--- src/rtl/fp_mul_sched.sv ---
// fp_mul_sched: shares one combinational fp_mul among n_req requesters.
//   clk, rst            : clock and synchronous active-high reset
//   req_valid/req_ready : per-requester operand handshake (ready is one-hot or zero)
//   req_a/req_b         : packed operands, requester i at [i*W +: W]
//   rsp_valid/rsp_ready : result handshake; rsp_id owns the result
//   rsp_p/rsp_flags     : product word and its class flags
//   op_count            : wrapping count of delivered results
// Flag order: [0] zero, [1] subnormal, [2] normal, [3] inf, [4] qnan, [5] invalid.

module fp_mul_sched #(
    parameter int unsigned n_exp = 8,
    parameter int unsigned n_sig = 23,
    parameter int unsigned n_req = 4,
    localparam int unsigned W    = n_exp + n_sig + 1,
    localparam int unsigned IW   = $clog2(n_req)
) (
    input  logic               clk,
    input  logic               rst,
    input  logic [n_req-1:0]   req_valid,
    output logic [n_req-1:0]   req_ready,
    input  logic [n_req*W-1:0] req_a,
    input  logic [n_req*W-1:0] req_b,
    output logic               rsp_valid,
    input  logic               rsp_ready,
    output logic [IW-1:0]      rsp_id,
    output logic [W-1:0]       rsp_p,
    output logic [5:0]         rsp_flags,
    output logic [15:0]        op_count
);

    logic          s1_valid_q, s2_valid_q;
    logic [IW-1:0] s1_id_q, ptr_q, ptr_d, gnt_id;
    logic [W-1:0]  s1_a_q, s1_b_q, issue_a, issue_b, mul_p;
    logic [5:0]    mul_flags;
    logic          gnt_valid, s1_adv, s2_adv;
    logic [15:0]   op_count_q;

    assign s2_adv = !s2_valid_q || rsp_ready;
    assign s1_adv = !s1_valid_q || s2_adv;

    // Round-robin search starting at ptr; first valid index wins.
    always_comb begin
        int unsigned idx;
        gnt_valid = 1'b0;
        gnt_id    = '0;
        idx       = 0;
        for (int unsigned k = 0; k < n_req; k++) begin
            idx = int'(ptr_q) + k;
            if (idx >= n_req) idx = idx - n_req;
            if (!gnt_valid && req_valid[IW'(idx)]) begin
                gnt_valid = 1'b1;
                gnt_id    = IW'(idx);
            end
        end
    end

    always_comb begin
        issue_a = '0;
        issue_b = '0;
        for (int unsigned i = 0; i < n_req; i++) begin
            if (gnt_id == IW'(i)) begin
                issue_a = req_a[i*W +: W];
                issue_b = req_b[i*W +: W];
            end
        end
        ptr_d     = (gnt_id == IW'(n_req - 1)) ? '0 : gnt_id + IW'(1);
        req_ready = (gnt_valid && s1_adv && !rst) ? (n_req'(1) << gnt_id) : '0;
    end

    fp_mul #(
        .n_exp (n_exp),
        .n_sig (n_sig)
    ) u_fp_mul (
        .a       (s1_a_q),
        .b       (s1_b_q),
        .p       (mul_p),
        .p_flags (mul_flags)
    );

    always_ff @(posedge clk) begin
        if (rst) begin
            s1_valid_q <= 1'b0;
            s1_id_q    <= '0;
            s1_a_q     <= '0;
            s1_b_q     <= '0;
            s2_valid_q <= 1'b0;
            rsp_id     <= '0;
            rsp_p      <= '0;
            rsp_flags  <= '0;
            ptr_q      <= '0;
            op_count_q <= '0;
        end else begin
            if (s2_adv) begin
                s2_valid_q <= s1_valid_q;
                rsp_id     <= s1_id_q;
                rsp_p      <= mul_p;
                rsp_flags  <= mul_flags;
            end
            if (s1_adv) begin
                s1_valid_q <= gnt_valid;
                if (gnt_valid) begin
                    s1_id_q <= gnt_id;
                    s1_a_q  <= issue_a;
                    s1_b_q  <= issue_b;
                    ptr_q   <= ptr_d;
                end
            end
            if (s2_valid_q && rsp_ready) op_count_q <= op_count_q + 16'd1;
        end
    end

    assign rsp_valid = s2_valid_q;
    assign op_count  = op_count_q;

endmodule

// fp_mul: combinational IEEE-754 style multiply, round-to-nearest-even,
// full subnormal support, canonical quiet NaN output.
//   a, b    : operands; p : product; p_flags : class flags of p (order above)
module fp_mul #(
    parameter int unsigned n_exp = 8,
    parameter int unsigned n_sig = 23,
    localparam int unsigned W    = n_exp + n_sig + 1
) (
    input  logic [W-1:0] a,
    input  logic [W-1:0] b,
    output logic [W-1:0] p,
    output logic [5:0]   p_flags
);

    localparam int unsigned PW   = 2 * (n_sig + 1);
    localparam int unsigned LW   = $clog2(PW) + 1;
    localparam int unsigned EW   = ((n_exp > LW) ? n_exp : LW) + 3;
    localparam int unsigned Bias = (1 << (n_exp - 1)) - 1;
    localparam int unsigned EMax = (1 << n_exp) - 1;

    logic               sa, sb, sp;
    logic [n_exp-1:0]   ea, eb, ea_eff, eb_eff, e_field;
    logic [n_sig-1:0]   ma, mb;
    logic [n_sig:0]     sig_a, sig_b;
    logic [PW-1:0]      prod, norm, shifted;
    logic [LW-1:0]      lz;
    logic [EW-1:0]      e_s, rsh;
    logic               a_nan, b_nan, a_inf, b_inf, a_zero, b_zero, invalid, is_nan;
    logic               lost, lsb, guard, sticky, overflow;
    logic [n_exp+n_sig-1:0] mag;

    assign {sa, ea, ma} = a;
    assign {sb, eb, mb} = b;
    assign sp     = sa ^ sb;
    assign a_nan  = (&ea) && (|ma);
    assign b_nan  = (&eb) && (|mb);
    assign a_inf  = (&ea) && !(|ma);
    assign b_inf  = (&eb) && !(|mb);
    assign a_zero = !(|ea) && !(|ma);
    assign b_zero = !(|eb) && !(|mb);
    // Subnormals share the minimum exponent with an implicit 0 instead of 1.
    assign sig_a  = {|ea, ma};
    assign sig_b  = {|eb, mb};
    assign ea_eff = (|ea) ? ea : n_exp'(1);
    assign eb_eff = (|eb) ? eb : n_exp'(1);
    assign prod   = PW'(sig_a) * PW'(sig_b);
    assign is_nan = a_nan || b_nan || (a_inf && b_zero) || (a_zero && b_inf);
    assign invalid = (a_inf && b_zero) || (a_zero && b_inf) ||
                     (a_nan && !ma[n_sig-1]) || (b_nan && !mb[n_sig-1]);

    always_comb begin
        lz = '0;
        for (int unsigned i = 0; i < PW; i++) begin
            if (prod[i]) lz = LW'(PW - 1 - i);
        end
        norm     = prod << lz;
        e_s      = EW'(ea_eff) + EW'(eb_eff) - EW'(Bias) + EW'(1) - EW'(lz);
        overflow = !e_s[EW-1] && (e_s >= EW'(EMax));
        e_field  = '0;
        rsh      = '0;
        shifted  = norm;
        lost     = 1'b0;
        if (e_s[EW-1] || (e_s == '0)) begin
            // Below the normal range: denormalise, keeping shifted-out bits as sticky.
            rsh = EW'(1) - e_s;
            if (rsh > EW'(PW)) rsh = EW'(PW);
            shifted = norm >> rsh;
            lost    = |(norm & ~({PW{1'b1}} << rsh));
        end else begin
            e_field = e_s[n_exp-1:0];
        end
        lsb    = shifted[PW-1-n_sig];
        guard  = shifted[PW-2-n_sig];
        sticky = (|shifted[PW-3-n_sig:0]) || lost;
        // Rounding carry ripples into the exponent (subnormal->normal, max->inf).
        mag = {e_field, shifted[PW-2 -: n_sig]} +
              (n_exp + n_sig)'(guard && (sticky || lsb));

        if (is_nan)                          p = {1'b0, {n_exp{1'b1}}, 1'b1, {(n_sig-1){1'b0}}};
        else if (a_inf || b_inf || overflow) p = {sp, {n_exp{1'b1}}, {n_sig{1'b0}}};
        else if (a_zero || b_zero)           p = {sp, {(n_exp+n_sig){1'b0}}};
        else                                 p = {sp, mag};

        p_flags = '0;
        if (is_nan) begin
            p_flags[4] = 1'b1;
            p_flags[5] = invalid;
        end else if (&p[W-2 -: n_exp]) begin
            p_flags[3] = 1'b1;
        end else if (|p[W-2 -: n_exp]) begin
            p_flags[2] = 1'b1;
        end else if (|p[n_sig-1:0]) begin
            p_flags[1] = 1'b1;
        end else begin
            p_flags[0] = 1'b1;
        end
    end

endmodule

--- config.mk ---
export PLATFORM = sky130hd
export DESIGN_NAME = fp_mul_sched
export DESIGN_NICKNAME = d
export VERILOG_FILES = /design/src/rtl/fp_mul_sched.sv
export SDC_FILE = /design/constraint.sdc
export NUM_CORES = 2
export LEC_CHECK = 0
export ABC_AREA = 1
export CAP_MARGIN = 5
export CORE_ASPECT_RATIO = 0.75
export CORE_UTILIZATION = 62
export CTS_CLUSTER_SIZE = 24
export DETAILED_ROUTE_END_ITERATION = 16
export PLACE_DENSITY_LB_ADDON = 0.12
export SKIP_LAST_GASP = 1
export SLEW_MARGIN = 5
export SYNTH_ARGS = -nofsm -noshare
export SYNTH_HDL_FRONTEND = slang
export SYNTH_SLANG_ARGS = --single-unit
--- constraint.sdc ---
create_clock -name clk -period 16.1 [get_ports clk]
set_input_delay 3.22 -clock clk [delete_from_list [all_inputs] [get_ports clk]]
set_output_delay 3.22 -clock clk [all_outputs]
set_load 0.005 [all_outputs]
==> results.txt <==
The weighted congestion at the end of routability-driven global placement is 1.059. In this design, the stage delay of the slowest critical-path cell is 1.15 ns. The net count of the finished layout came out at 6945. Counting stages on the worst path, the most repeated cell is nand2_1. The post-synthesis cell area came out at 0.03701 sq mm. The top cell type by area accounts for 26.18% of the synthesized area. The site row count is just under 80. The HPWL after detailed placement is 108600 um. The startpoint identified for the worst hold timing path is s1_valid_q. The min-delay analysis places its worst path in the category flip-flop to flip-flop. The relative area change from synthesis to final layout came out at 11.67%. Setup repair after global routing left no endpoint under its margin. The detailed-route vias per instance came out at 5.844. The total length of routed met3 wires came out at 19340 um. The warning count from the yosys run is 0. STA puts the critical path data required time at 16.52 ns. The register area share after synthesis came out at 6.815%. The number of H-tree levels came out at 4.

The first-pass GRT wire length came out at about 210000 um. After synthesis the netlist holds a flip-flop and latch count of 126. The remaining number of nets flagged by the antenna check after routing came out at 0. The tree is rooted in a clkbuf_16. The number of buffers created by CTS came out at 17. The clock input transition at the sequential cells of the worst setup and hold paths is 0.08 ns. The number of DRC violations after detailed routing is 0. The achievable frequency is roughly 0.066 GHz. nand2_1 is the most common cell in the netlist. The data arrival time of the critical path is 15.51 ns. The y dimension of the die came out at 213.6 um. The area of the core is 0.05896 sq mm. The total overflow reported by the global router is 0.

The cell taking the most area after synthesis is fa_1. The share of post-route cells with drive strength above 1 is 4.860%. TritonCTS built the clock tree. The number of DRC markers in iteration 0 came out at 5829. The final critical-path required period came out at 15.10 ns. The top-level port count is 324.

The number of global-route vias before repair is between 30000 and 40000. The worst setup path category is flip-flop to flip-flop. The number of optimization iterations in the first detailed-route pass came out at 8.

Dividing the detail-routed wire length by the instance count gives 19.79 um. Detailed routing placed a total of 55440 um of wire on met2. The initial standard-cell utilization of the core came out at 62.77%. The worst slew slack as a fraction of its limit is 9.116%. STA classifies the critical path endpoint as a flip-flop. The share of synthesized registers carrying an async set or reset came out at 0%. For this block, the routed nets add up to 134600 um of wire. The total count of hold-check failures in the final report is 0.

Across the run, the number of max-cap violations was 0. The die footprint came out at 0.06069 sq mm. Clock latency on the worst-skew pair, taken at its later pin, is 0.49 ns. In the final timing run, aggregate negative setup slack is 0 ns. The run finished with clean final reports. The initial antenna violation count is 5. During placement, the flow inserted port buffers numbering 323.

The pre-CTS setup slack is 0.9601 ns. The synthesized netlist net count came out at 6841. In the synthesized netlist the dominant register cell turns out to be dfxtp_1. The transition time at the pin with the least slew margin came out at ~1.3 ns. The category of the worst setup path launch point is a flip-flop.

The cell family contributing the most delay on the critical path is simple AND/OR/NAND/NOR gates. The clock skew after layout is approximately 0.022 ns. Ranked by total cell area, the synthesized netlist is headed by fa_1, nand2_1, inv_1. The maximum fanout count along the critical path came out at 46. The synthesized design contains 0 enable-type register cells. In this run the mean area of a mapped cell was between 6 and 7 sq um. The launching instance or port of the critical path is s1_b_q[21]. Setup violations remaining at the end of the flow were counted as 0.

Once routing completed, OpenROAD measured the worst setup slack at about 1 ns. In the synthesized netlist, the cells that appear most often are nand2_1, inv_1, nand3_1. The wire length the detailed router placed on met1 is 53880 um. The width of the die is 284.1 um.

Routed signal wires occupy layers up through met5. The count of fill cells added during filler insertion came out at 5079. Counting both buffers and inverters, the worst setup path holds a total of 9.

The final count of pins violating max slew is 0. The post-synthesis cell count came out at 5891. The clock passes through at most 2 buffers. The launching point of the worst reg2reg path is s1_b_q[21]. The global router's overall resource usage is between 40% and 50%. Entering global routing, the biggest net connects between 80 and 90 pins. The total clock sinks came out at 126.

The part of the cycle the worst path needs came out at 93.76%. On the critical path, the stage with the largest delay is an instance of dfxtp_1. The number of vias in the routed layout came out at a little under 40000. After synthesis, the netlist uses 68 different library cells.
metal layers:
metal / global-route usage [%] / vias up
met5: 1.875 / -
met4: 18.30 / 6
met3: 14.37 / 371
met2: 64.47 / 2756
met1: 60.67 / 18400
li1: - / 18210
placed cells by master (no fill, tap or decap), types with 5 or more instances in the layout:
cell type,count
a21o_1,7
a21oi_1,256
a21oi_2,9
buf_4,106
clkbuf_16,17
clkdlybuf4s50_1,323
clkinv_1,7
dfxtp_1,109
dfxtp_2,17
fa_1,484
ha_1,200
inv_1,1304
inv_2,17
nand2_1,1436
nand2_2,27
nand2_4,5
nand3_1,760
nand3_2,17
nand4_1,64
nor2_1,276
nor2_2,17
nor2_4,10
nor3_1,32
nor4_1,17
o211ai_1,9
o21ai_0,301
o21ai_1,11
o21bai_1,17
o22ai_1,5
xnor2_1,13
xor2_1,42
flip-flops by register name, summed over array words and instances (netlist names):
register and count:
s1_a_q 32, op_count 16, rsp_id 2, ptr_q 2, s1_id_q 2, s1_valid_q 1
rsp_valid 1, rsp_flags 6, rsp_p 32, s1_b_q 32
per-stage QoR:
step	area, sq um	instances	hold slack [ns]	util (%)
after floorplan	37010	5891	0.4302	-
after global placement	40620	6761	0.4504	68.89
after detailed placement	40620	6761	0.4484	68.89
after CTS	41240	6793	0.4553	69.94
after global routing	41330	6799	0.4877	70.09
final	41330	6801	0.4554	70.10
worst register-to-register path: cells and delay by family, from the launching register on:
| kind | cells | cell delay (ns) |
|---|---|---|
| compound gates | 16 | 3.49 |
| xor+xnor | 1 | 0.20 |
| fa+ha+maj | 10 | 4.25 |
| buf+inv | 9 | 0.94 |
| flops | 1 | 1.15 |
| simple gates | 35 | 5.04 |
timing repair:
action,in CTS,in global routing
setup endpoints to repair,0,11
gates resized for setup,0,24
setup buffers,0,5
hold buffers,0,0
cell type report:
class / count / area (sq um) / area share, %
antenna: 3 / 7.507 / 0.01816
inverter: 1332 / 5012 / 12.13
multi-input combinational: 4087 / 28090 / 67.97
clock inverter: 15 / 191.4 / 0.4632
sequential: 126 / 2544 / 6.154
clock buffer: 17 / 425.4 / 1.029
timing repair buffer: 431 / 4069 / 9.844
tap: 790 / 988.4 / 2.391
final timing paths:
path	endpoint	slack, ns	cells after the start
worst max register to register	rsp_flags[0]	1.00	71
worst min-delay path	rsp_valid	0.46	2
worst max-delay path	rsp_flags[0]	1.00	71
worst min register to register	rsp_valid	0.46	2
cells by family (layout without fill, tap and decap cells):
group | count (synthesis) | count (layout) | synth area share [%]
adders and majority gates | 687 | 687 | 33.04
buffers and inverters | 1678 | 1795 | 17.41
AOI/OAI and AO/OA | 654 | 654 | 9.641
xor gates and xnor gates | 58 | 58 | 1.433
DFF | 126 | 126 | 6.815
other | 0 | 3 | 0
muxes | 3 | 3 | 0.08113
and+or+nand+nor | 2685 | 2685 | 31.58
Power is not shown: default switching activity piles up to over one toggle a cycle in this logic, so the estimate is an artifact.
